[config.mk]
export PLATFORM = sky130hd
export DESIGN_NAME = multicycle_control
export DESIGN_NICKNAME = d
export VERILOG_FILES = /design/src/rtl/multicycle_control_pkg.sv /design/src/rtl/multicycle_control_out_decode.sv /design/src/rtl/multicycle_control.sv
export SDC_FILE = /design/constraint.sdc
export NUM_CORES = 1
export LEC_CHECK = 0
export CAP_MARGIN = 5
export CORE_ASPECT_RATIO = 0.9
export CORE_MARGIN = 5
export CORE_UTILIZATION = 30
export CTS_CLUSTER_DIAMETER = 100
export CTS_CLUSTER_SIZE = 30
export DETAILED_ROUTE_END_ITERATION = 6
export HOLD_SLACK_MARGIN = 0.06
export PLACE_DENSITY = 0.68
export RECOVER_POWER = 25
export SYNTH_ARGS = -nofsm -noshare
export SYNTH_HDL_FRONTEND = slang
export SYNTH_HIERARCHICAL = 1
export SYNTH_SLANG_ARGS = --single-unit
[constraint.sdc]
create_clock -name i_clk -period 1.7 [get_ports i_clk]
set_input_delay 0.255 -clock i_clk [delete_from_list [all_inputs] [get_ports i_clk]]
set_output_delay 0.255 -clock i_clk [all_outputs]
set_load 0.005 [all_outputs]
[src/rtl/multicycle_control_pkg.sv]
// Shared types and constants for the multicycle MIPS32 main control FSM.
//   - opcode values for the supported instruction classes
//   - ALU-op class codes consumed by aluControl
//   - state encoding (also exported on the o_state debug port)
//   - ctrl_t: the full datapath control word decoded from a state
package multicycle_control_pkg;

    localparam int unsigned OPCODE_W = 6;
    localparam int unsigned STATE_W  = 4;
    localparam int unsigned ALU_OP_W = 2;
    localparam int unsigned SEL_W    = 2;

    localparam logic [OPCODE_W-1:0] OP_RTYPE = 6'b000000;
    localparam logic [OPCODE_W-1:0] OP_LW    = 6'b100011;
    localparam logic [OPCODE_W-1:0] OP_SW    = 6'b101011;
    localparam logic [OPCODE_W-1:0] OP_BEQ   = 6'b000100;
    localparam logic [OPCODE_W-1:0] OP_ADDI  = 6'b001000;
    localparam logic [OPCODE_W-1:0] OP_J     = 6'b000010;

    localparam logic [ALU_OP_W-1:0] ALU_OP_ADD  = 2'b00;
    localparam logic [ALU_OP_W-1:0] ALU_OP_SUB  = 2'b01;
    localparam logic [ALU_OP_W-1:0] ALU_OP_FUNC = 2'b10;
    localparam logic [ALU_OP_W-1:0] ALU_OP_NOP  = 2'b11;   // reserved, never driven

    typedef enum logic [STATE_W-1:0] {
        S_RESET   = 4'd0,
        S_FETCH   = 4'd1,
        S_DECODE  = 4'd2,
        S_MEMADR  = 4'd3,
        S_MEMRD   = 4'd4,
        S_MEMWB   = 4'd5,
        S_MEMWR   = 4'd6,
        S_EXEC    = 4'd7,
        S_ALUWB   = 4'd8,
        S_BRANCH  = 4'd9,
        S_ADDIEX  = 4'd10,
        S_ADDIWB  = 4'd11,
        S_JUMP    = 4'd12,
        S_ILLEGAL = 4'd13
    } state_t;

    typedef struct packed {
        logic                pc_write;
        logic                pc_write_cond;
        logic                ior_d;
        logic                mem_read;
        logic                mem_write;
        logic                ir_write;
        logic                mem_to_reg;
        logic                reg_dst;
        logic                reg_write;
        logic                alu_src_a;
        logic [SEL_W-1:0]    alu_src_b;
        logic [ALU_OP_W-1:0] alu_op;
        logic [SEL_W-1:0]    pc_src;
        logic                illegal;
    } ctrl_t;

endpackage

[src/rtl/multicycle_control_out_decode.sv]
// Pure combinational state -> control word decoder.
//   state : FSM state to decode
//   ctrl  : datapath control word for that state (all zero for S_RESET
//           and for any unused encoding)
module multicycle_control_out_decode
    import multicycle_control_pkg::*;
(
    input  state_t state,
    output ctrl_t  ctrl
);

    always_comb begin
        ctrl = '0;
        case (state)
            S_FETCH: begin
                ctrl.mem_read  = 1'b1;
                ctrl.ir_write  = 1'b1;
                ctrl.pc_write  = 1'b1;
                ctrl.alu_src_b = 2'b01;
                ctrl.alu_op    = ALU_OP_ADD;
                ctrl.pc_src    = 2'b00;
            end
            S_DECODE: begin
                ctrl.alu_src_a = 1'b0;
                ctrl.alu_src_b = 2'b11;
                ctrl.alu_op    = ALU_OP_ADD;
            end
            S_MEMADR, S_ADDIEX: begin
                ctrl.alu_src_a = 1'b1;
                ctrl.alu_src_b = 2'b10;
                ctrl.alu_op    = ALU_OP_ADD;
            end
            S_MEMRD: begin
                ctrl.mem_read = 1'b1;
                ctrl.ior_d    = 1'b1;
            end
            S_MEMWB: begin
                ctrl.reg_write  = 1'b1;
                ctrl.mem_to_reg = 1'b1;
            end
            S_MEMWR: begin
                ctrl.mem_write = 1'b1;
                ctrl.ior_d     = 1'b1;
            end
            S_EXEC: begin
                ctrl.alu_src_a = 1'b1;
                ctrl.alu_src_b = 2'b00;
                ctrl.alu_op    = ALU_OP_FUNC;
            end
            S_ALUWB: begin
                ctrl.reg_write = 1'b1;
                ctrl.reg_dst   = 1'b1;
            end
            S_BRANCH: begin
                ctrl.alu_src_a     = 1'b1;
                ctrl.alu_src_b     = 2'b00;
                ctrl.alu_op        = ALU_OP_SUB;
                ctrl.pc_write_cond = 1'b1;
                ctrl.pc_src        = 2'b01;
            end
            S_ADDIWB: begin
                ctrl.reg_write = 1'b1;
            end
            S_JUMP: begin
                ctrl.pc_write = 1'b1;
                ctrl.pc_src   = 2'b10;
            end
            S_ILLEGAL: begin
                ctrl.illegal = 1'b1;
            end
            default: ctrl = '0;
        endcase
    end

endmodule

[src/rtl/multicycle_control.sv]
// Main control FSM for the multicycle MIPS32 core.
//   i_clk, i_rst_n   : clock (rising edge), async active-low reset
//   i_op             : IR opcode field, valid from DECODE onward
//   i_memReady       : memory completes the current access this cycle
//   o_*              : datapath enables / mux selects, ALU-op class,
//                      1-cycle illegal-opcode pulse, o_state debug
// The control word is registered from the decode of the next state, so
// outputs always correspond to the current state and clear together with
// it on reset. PC/IR writes in FETCH are additionally qualified by
// i_memReady so the fetch commits exactly once, on the completing cycle.
module multicycle_control
    import multicycle_control_pkg::*;
(
    input  logic                i_clk,
    input  logic                i_rst_n,
    input  logic [OPCODE_W-1:0] i_op,
    input  logic                i_memReady,
    output logic                o_pcWrite,
    output logic                o_pcWriteCond,
    output logic                o_iorD,
    output logic                o_memRead,
    output logic                o_memWrite,
    output logic                o_irWrite,
    output logic                o_memToReg,
    output logic                o_regDst,
    output logic                o_regWrite,
    output logic                o_aluSrcA,
    output logic [SEL_W-1:0]    o_aluSrcB,
    output logic [ALU_OP_W-1:0] o_aluOp,
    output logic [SEL_W-1:0]    o_pcSrc,
    output logic                o_illegal,
    output logic [STATE_W-1:0]  o_state
);

    state_t state;
    state_t state_nxt;
    ctrl_t  ctrl_nxt;
    ctrl_t  ctrl_q;
    logic   fetch_wait;

    multicycle_control_out_decode u_out_decode (
        .state (state_nxt),
        .ctrl  (ctrl_nxt)
    );

    // State and control-word registers
    always_ff @(posedge i_clk or negedge i_rst_n) begin
        if (!i_rst_n) begin
            state  <= S_RESET;
            ctrl_q <= '0;
        end else begin
            state  <= state_nxt;
            ctrl_q <= ctrl_nxt;
        end
    end

    // Next-state logic
    always_comb begin
        state_nxt = S_RESET;
        case (state)
            S_RESET:  state_nxt = S_FETCH;
            S_FETCH:  state_nxt = i_memReady ? S_DECODE : S_FETCH;
            S_DECODE: begin
                case (i_op)
                    OP_RTYPE:     state_nxt = S_EXEC;
                    OP_LW, OP_SW: state_nxt = S_MEMADR;
                    OP_BEQ:       state_nxt = S_BRANCH;
                    OP_ADDI:      state_nxt = S_ADDIEX;
                    OP_J:         state_nxt = S_JUMP;
                    default:      state_nxt = S_ILLEGAL;
                endcase
            end
            // IR is stable, so i_op still holds the decoded lw/sw opcode
            S_MEMADR: begin
                if (i_op == OP_SW)      state_nxt = S_MEMWR;
                else if (i_op == OP_LW) state_nxt = S_MEMRD;
                else                    state_nxt = S_ILLEGAL;
            end
            S_MEMRD:   state_nxt = i_memReady ? S_MEMWB : S_MEMRD;
            S_MEMWB:   state_nxt = S_FETCH;
            S_MEMWR:   state_nxt = i_memReady ? S_FETCH : S_MEMWR;
            S_EXEC:    state_nxt = S_ALUWB;
            S_ALUWB:   state_nxt = S_FETCH;
            S_BRANCH:  state_nxt = S_FETCH;
            S_ADDIEX:  state_nxt = S_ADDIWB;
            S_ADDIWB:  state_nxt = S_FETCH;
            S_JUMP:    state_nxt = S_FETCH;
            S_ILLEGAL: state_nxt = S_FETCH;
            default:   state_nxt = S_RESET;
        endcase
    end

    // Hold off PC/IR commit while the instruction fetch is still pending
    assign fetch_wait = (state == S_FETCH) && !i_memReady;

    assign o_pcWrite     = ctrl_q.pc_write & ~fetch_wait;
    assign o_irWrite     = ctrl_q.ir_write & ~fetch_wait;
    assign o_pcWriteCond = ctrl_q.pc_write_cond;
    assign o_iorD        = ctrl_q.ior_d;
    assign o_memRead     = ctrl_q.mem_read;
    assign o_memWrite    = ctrl_q.mem_write;
    assign o_memToReg    = ctrl_q.mem_to_reg;
    assign o_regDst      = ctrl_q.reg_dst;
    assign o_regWrite    = ctrl_q.reg_write;
    assign o_aluSrcA     = ctrl_q.alu_src_a;
    assign o_aluSrcB     = ctrl_q.alu_src_b;
    assign o_aluOp       = ctrl_q.alu_op;
    assign o_pcSrc       = ctrl_q.pc_src;
    assign o_illegal     = ctrl_q.illegal;
    assign o_state       = STATE_W'(state);

endmodule
==> results of run 1 <==
## sequential cells by signal (all words and copies together), names as in the netlist
register / count
ctrl_q: 2
o_aluOp: 2
o_aluSrcA: 1
o_aluSrcB: 2
o_illegal: 1
o_iorD: 1
o_memRead: 1
o_memToReg: 1
o_memWrite: 1
o_pcSrc: 2
o_pcWriteCond: 1
o_regDst: 1
o_regWrite: 1
o_state: 4
## cell type report
type	count	area, um^2	area share, %
Clock buffer	4	45.0	2.64
Inverter	2	7.51	0.439
Multi-Input combinational cell	65	569	33.3
Sequential cell	21	531	31.0
Tap cell	44	55.1	3.22
Timing Repair Buffer	59	502	29.4
## cells by family (layout without fill, tap and decap cells)
logic type / count (synthesis) / after routing / synth area share [%]
flops: 21 / 21 / 52.3
compound gates: 18 / 18 / 11.6
simple gates: 42 / 42 / 23.2
xor+xnor: 5 / 5 / 4.36
buf+inv: 13 / 65 / 8.59
## what timing repair did
item                                   CTS  global route
hold buffers                             0             0
setup endpoints to repair               19            18
endpoints found under the hold margin    0             0
pin swaps                                4             2
gates resized for setup                 32            13
buffers inserted                         7             1
## report_power, final
group	switching, W	total [W]	internal, W	leakage (nW)
clock	0.000145	0.000312	0.000166	0.0228
sequential	0.000125	0.000808	0.000683	0.273
combinational	0.000924	0.00203	0.00110	0.449
total	0.00119	0.00315	0.00195	0.745
## layer usage
| layer | global-route usage, % | wire length [um] | up-vias |
|---|---|---|---|
| li1 | - | - | 451 |
| met1 | 16.0 | 1240 | 478 |
| met2 | 22.1 | 1450 | 15 |
| met3 | 1.71 | 83 | 2 |
| met4 | 3.52 | 19 | 0 |
| met5 | 0 | 0 | - |
## cell usage after synthesis, drive strengths merged
cell type,count
nor3,10
or3b,1
a22oi,1
a21o,2
and4,1
a21oi,2
o22ai,3
xor2,1
a31oi,1
buf,11
inv,2
nand3b,1
nand2b,10
o21ai,5
or3,1
nor4,4
nor2b,2
a32oi,1
nand2,4
a221oi,2
nand3,1
a211oi,1
nor2,7
dfrtp,21
xnor2,4
## layout by cell type (no fill, tap or decap), types with 4 or more instances in the layout
cell type | synthesis | layout
nor3_2 | 0 | 5
nand2_1 | 4 | 4
buf_4 | 7 | 27
dfrtp_2 | 0 | 4
nor3_1 | 10 | 4
clkdlybuf4s50_1 | 0 | 20
nand2b_4 | 0 | 7
nor2_1 | 7 | 5
dlygate4sd2_1 | 0 | 6
dfrtp_1 | 21 | 17
## through the flow
| stage | hold slack, ns | instance area, um^2 | setup TNS, ns | utilization (%) | setup slack [ns] |
|---|---|---|---|---|---|
| final | 0.719 | 1710 | -0.268 | 51.7 | -0.0814 |
| after global routing | 0.840 | 1710 | -1.57 | 51.7 | -0.130 |
| after CTS | 0.344 | 1670 | -0.151 | 50.5 | -0.0772 |
| after detailed placement | 0.622 | 1460 | -6.77 | 44.2 | -0.466 |
| after global placement | 0.608 | 1460 | -5.73 | 44.2 | -0.387 |
| after floorplan | -0.0406 | 1030 | -0.0275 | - | -0.0170 |
## final timing paths
| path | startpoint | to | cells after the start |
|---|---|---|---|
| worst max-delay path | o_state[3] | ctrl_q[16] | 7 |
| worst min-delay path | i_rst_n | o_pcSrc[1] | 2 |
| worst max register to register | o_state[3] | ctrl_q[16] | 7 |
| worst min register to register | o_state[1] | o_state[3] | 2 |
| max in group asynchronous | i_rst_n | o_state[1] | 2 |
| min in group i_clk | i_op[2] | o_state[3] | 5 |
==> results.env, run 1 <==
WORST_SETUP_START_KIND='flop'
PORTBUFFERS=29
CPMAXSTAGEDELAYCELL='dfrtp_2'
YS_TOP_CELLS_BY_AREA='dfrtp_1 52%, nand2b_1 6.2%, buf_4 5.2%'
YOSYSWARNINGS=6
GRT-OVFL-TOTAL=0
ANTENNA_FOUND_INITIAL=0
FAILED_CHECKS='negative setup slack'
NFILLCELLS=299
STATUS='complete, but fails checks'
PEAKVDDDROP_mV=0.528
GRT_PASS1_WL_UM=4700
CLKTRANSATPATHREGS_NS=0.07
TOTAL_NUMBER_OF_H_TREE_LEVELS=1
WORST-ENDPOINT-ARRIVAL_NS=1.96
PATH_CELLS='buf_6 -> nand2b_4 -> nand2b_4 -> a31oi_1 -> a21o_2 -> or3b_1 -> a21oi_1'
SYNTH-SEQ-CELLS=21
TIMING.FMAX_MHz=561
MAXCAPVIOLATIONS=0
VIOLATION_COUNT_AFTER_THE_FIRST_DETAILED_ROUTE_ITERATION=37
CP-END-KIND='flop'
FP.COREAREA_UM2=3300
WORSTSKEWPAIRLATENCY_NS=0.25
ROUTE.VIAS.TOTAL=946
SYNTH.LIB_CELLS_USED.DISTINCT=28
P_LEAK_nW=0.745
FIN_SKEW_NS=0.00231
ROUTE.DETAILED.VIAS_PER_INST=4.85
SYN_NETS=108
UNREPAIRED_SETUP_ENDPOINTS_AFTER_GLOBAL_ROUTING='true'
DRT_WL_TOTAL_UM=2800
DPL_CELLS=183
BOUNDARYPINS=30
DETAIL-ROUTE-ANTENNA-NETS=0
CTS_ROOT_BUFFER='clkbuf_8'
WORST-PATH-BUF-INV=1
CRITPATHMAXFANOUT=6
P_PER_AREA_nW_PER_UM2=1840
VIAS_IN_THE_FIRST_GLOBAL_ROUTE=1017
CRIT_TYPE='reg2reg'
GP_CONGESTION=0.956
PLACE.DETAILED.HPWL_UM=1910
MIN_PERIOD_NS=1.78
POSTSYNTHCELLCOUNT=99
MAPPEDNETLISTAREA_UM2=1000
FINAL_LAYOUT_SIZE_SUFFIX_GT1_SHARE_PCT=43.7
FP.DIEW_UM=71
INITIAL_UTILIZATION_PCT=30.4
TIMING.SLEW.HEADROOM_PCT=27.5
FINAL_CELL_COUNT_NO_FILL=195
FINAL-SETUP-VIOL-COUNT=9
SYNTHESIS.AREA_PER_INSTANCE_UM2=10.1
AREA_SHARE_OF_THE_LARGEST_CELL_TYPE_AFTER_SYNTHESIS_PCT=52.3
DESIGN.DIE.AREA_UM2=4610
TOTAL_POWER_CONSUMPTION_W=0.00315
NUM_ANTENNA_CELLS=0
AREAGROWTHSYNTHTOFINISH_PCT=70.1
GRT_START_MAX_NET_PINS=22
POST_DRT_WL_PER_CELL_UM=14.3
SETUP_SLACK_NS=-0.0814
LAYOUT_WORST_PATH_CYCLE_SHARE_PCT=105
CTS_NUM_SINKS=21
GRT_UTIL_ALL_LAYERS_PCT=12.5
DRT_PRE_ANTENNA_ITERS=4
REG2REG_SETUP_SLACK_NS=-0.08
PATH_DELAY_FAMILY='simple AND/OR/NAND/NOR gates'
FINALHOLDVIOLATIONS=0
TRITONCTS='yes'
CHIPHEIGHT_UM=64.9
CPPEAKSTAGEDELAY_NS=0.42
CRIT_REQUIRED_NS=1.88
TIMING.HOLD.WORST.CLASS='in2async'
POST-SYNTH-TOP-AREA-CELL='dfrtp_1'
ROW_COUNT=20
WORST_SLEW_PIN_SLEW_NS=1.09
DRT_DRC_VIOLATIONS_LEFT=0
YOSYSSEQAREASHARE_PCT=52.3
TIMING_MAX_TRANSITION_VIOLATIONS_FINAL=0
MOST_FREQUENT_CELL_ON_THE_CRITICAL_PATH='nand2b_4'
TOTAL_NETS_FINAL=161
TRITONCTS.NUM_BUFFERS=3
CTS_MAX_PATH_BUFFERS=2
No activity file was read; power rests on OpenSTA's default activity.
==> run 2, diff against run 1 <==
--- a/config.mk
+++ b/config.mk
@@ -13,7 +13,7 @@
 export CTS_CLUSTER_SIZE = 30
 export DETAILED_ROUTE_END_ITERATION = 6
 export HOLD_SLACK_MARGIN = 0.06
-export PLACE_DENSITY = 0.68
+export PLACE_DENSITY = 0.66
 export RECOVER_POWER = 25
 export SYNTH_ARGS = -nofsm -noshare
 export SYNTH_HDL_FRONTEND = slang
==> constraint.sdc (replaced) <==
create_clock -name i_clk -period 1.8 [get_ports i_clk]
set_input_delay 0.27 -clock i_clk [delete_from_list [all_inputs] [get_ports i_clk]]
set_output_delay 0.27 -clock i_clk [all_outputs]
set_load 0.005 [all_outputs]
==> run 2 against run 1 <==
  * The flow still finishes with violations (negative setup slack)
  * Routed wire length shrank 5.0%
  * Highest routed layer unchanged
  * Non-clock buffer count unchanged
  * Cell count unchanged
  * First-iteration DRC count rose by 70%
==> results.env, run 2 (synthesis results as in run 1) <==
STATUS='complete, but fails checks'
INITIAL_UTILIZATION_PCT=30.4
POST_DRT_WL_PER_CELL_UM=13.6
ROUTE.DETAILED.VIAS_PER_INST=4.71
P_PER_AREA_nW_PER_UM2=1760
ANTENNA_FOUND_INITIAL=0
NFILLCELLS=295
PLACE.DETAILED.HPWL_UM=1810
BOUNDARYPINS=30
REG2REG_SETUP_SLACK_NS=0
SETUP_SLACK_NS=-0.00726
TIMING.FMAX_MHz=553
CPPEAKSTAGEDELAY_NS=0.53
FINAL_CELL_COUNT_NO_FILL=195
FF2FF_PATH_DEPTH=7
FP.DIEW_UM=71
UNREPAIRED_SETUP_ENDPOINTS_AFTER_GLOBAL_ROUTING='true'
MOSTFREQUENTLAYOUTCELLS='28 x buf_4, 21 x clkdlybuf4s50_1, 17 x dfrtp_1'
DETAIL-ROUTE-ANTENNA-NETS=0
FINAL.SETUP.TNS_NS=-0.00762
DRT_WL_TOTAL_UM=2660
MAXCAPVIOLATIONS=0
WORST_SETUP_START_KIND='input port'
FP.COREAREA_UM2=3300
GRT_PASS1_WL_UM=4260
WORST_SLEW_PIN_SLEW_NS=1.09
LAYOUT.CORE_UTILIZATION_PCT=50.2
PRE_CTS_WS_NS=-0.397
PATH_CELLS='clkdlybuf4s50_1 -> nor4_1 -> o21ai_0 -> and4_4 -> or3b_1 -> a21oi_2'
MIN_PERIOD_NS=1.81
CTS_HOLD_BUF=0
REG2REG_TO='o_regWrite'
P_LEAK_nW=0.723
VIOLATION_COUNT_AFTER_THE_FIRST_DETAILED_ROUTE_ITERATION=63
GRT_START_MAX_NET_PINS=22
GRT-OVFL-TOTAL=0
TRITONCTS='yes'
CRIT_TYPE='in2reg'
LAYOUT_WORST_PATH_CYCLE_SHARE_PCT=100
CLKTRANSATPATHREGS_NS=0.07
GRT_UTIL_ALL_LAYERS_PCT=11.6
CRIT_REQUIRED_NS=1.99
CHIPHEIGHT_UM=64.9
TRITONCTS.NUM_BUFFERS=3
DPL_CELLS=179
GP_CONGESTION=0.861
CTS_NUM_SINKS=21
FINAL_LAYOUT_SIZE_SUFFIX_GT1_SHARE_PCT=37.7
ROUTE.VIAS.TOTAL=918
WORSTSKEWPAIRLATENCY_NS=0.25
WORST-PATH-BUF-INV=1
FINAL-SETUP-VIOL-COUNT=2
DRT_PRE_ANTENNA_ITERS=4
VIAS_IN_THE_FIRST_GLOBAL_ROUTE=898
FIN_SKEW_NS=0.00319
LAYOUT_COMMONEST_CELL='buf_4'
TIMING.HOLD.WORST.CLASS='in2async'
NUM_ANTENNA_CELLS=0
FAILED_CHECKS='negative setup slack'
DESIGN.DIE.AREA_UM2=4610
FIN_WORST_HOLD_SLACK_NS=0.731
CTS_ROOT_BUFFER='clkbuf_8'
CRIT-REG2REG-LAUNCH='o_state[0]'
TOTAL_NUMBER_OF_H_TREE_LEVELS=1
PEAKVDDDROP_mV=0.967
CPMAXSTAGEDELAYCELL='clkdlybuf4s50_1'
PORTBUFFERS=29
FINALHOLDVIOLATIONS=0
LARGEST_REGISTER_FF_COUNT=4
PATH_DELAY_FAMILY='simple AND/OR/NAND/NOR gates'
CTS_MAX_PATH_BUFFERS=2
TIMING_MAX_TRANSITION_VIOLATIONS_FINAL=0
WORST-ENDPOINT-ARRIVAL_NS=2.00
TIMING.SLEW.HEADROOM_PCT=27.0
NUMBER_OF_LOGIC_STAGES_ON_THE_CRITICAL_PATH_INCLUDING_BUFFERING=6
DRT_DRC_VIOLATIONS_LEFT=0
CRITPATHMAXFANOUT=5
ROW_COUNT=20
AREAGROWTHSYNTHTOFINISH_PCT=64.9
CP-END-KIND='flop'
TOTAL_NETS_FINAL=161
run 2: cell count changes in the layout (fill, tap and decap cells not counted), sizes merged:
cell           previous run  this run
clkinv                    0         1
clkbuf                    7         4
clkdlybuf4s50            20        21
dlygate4sd2               6         5
clkdlybuf4s15             0         2
run 2: final cells by class:
class	instances	area, um^2	area share [%]
clock buffer	3	41.3	2.49
clock inverter	1	5.00	0.302
inverter	2	7.51	0.453
multi-input combinational	65	508	30.7
sequential	21	531	32.0
tap	44	55.1	3.32
timing repair buffer	59	509	30.7
run 2: metrics by stage:
stage / cell area (um^2) / total power [W]
floorplan: 1010 / 0.00148
global placement: 1410 / 0.00213
detailed placement: 1410 / 0.00216
CTS: 1560 / 0.00269
global route: 1660 / 0.00309
finish: 1660 / 0.00291
run 2: where the power goes:
part	total, W	internal, W	switching [W]
sequential	0.000721	0.000645	0.0000762
combinational	0.00190	0.00106	0.000835
clock	0.000294	0.000154	0.000140
total	0.00291	0.00186	0.00105
run 2: worst reg2reg max path, stage by stage, from the launching register on:
cell and delay (ns):
dfrtp_2 0.44, buf_4 0.16, nor4_4 0.31, a21oi_2 0.09, a21o_2 0.27, buf_4 0.16, xor2_1 0.13, o22ai_1 0.16
run 2: what timing repair did:
item | in CTS | in global routing
pin swaps | 2 | 6
endpoints found under the setup margin | 17 | 18
buffers inserted | 7 | 5
resized for setup | 20 | 14
run 2: worst max-delay path by stage:
stage	from	to
3_3_place_gp	i_op[1]	o_regWrite
6_report	i_op[4]	ctrl_q[16]
3_5_place_dp	i_op[1]	o_regWrite
2_1_floorplan	o_state[2]	o_pcWriteCond
5_1_grt	o_state[3]	o_aluSrcA
4_1_cts	o_state[3]	o_pcWrite
run 2: layer usage:
metal	share of wire, %	wire length, um	track usage [%]	vias to the layer above
li1	-	-	-	448
met1	41	1090	14.2	441
met2	52	1380	19.7	25
met3	5.2	139	2.95	4
met4	1.8	47	4.23	0
met5	0	0	0	-
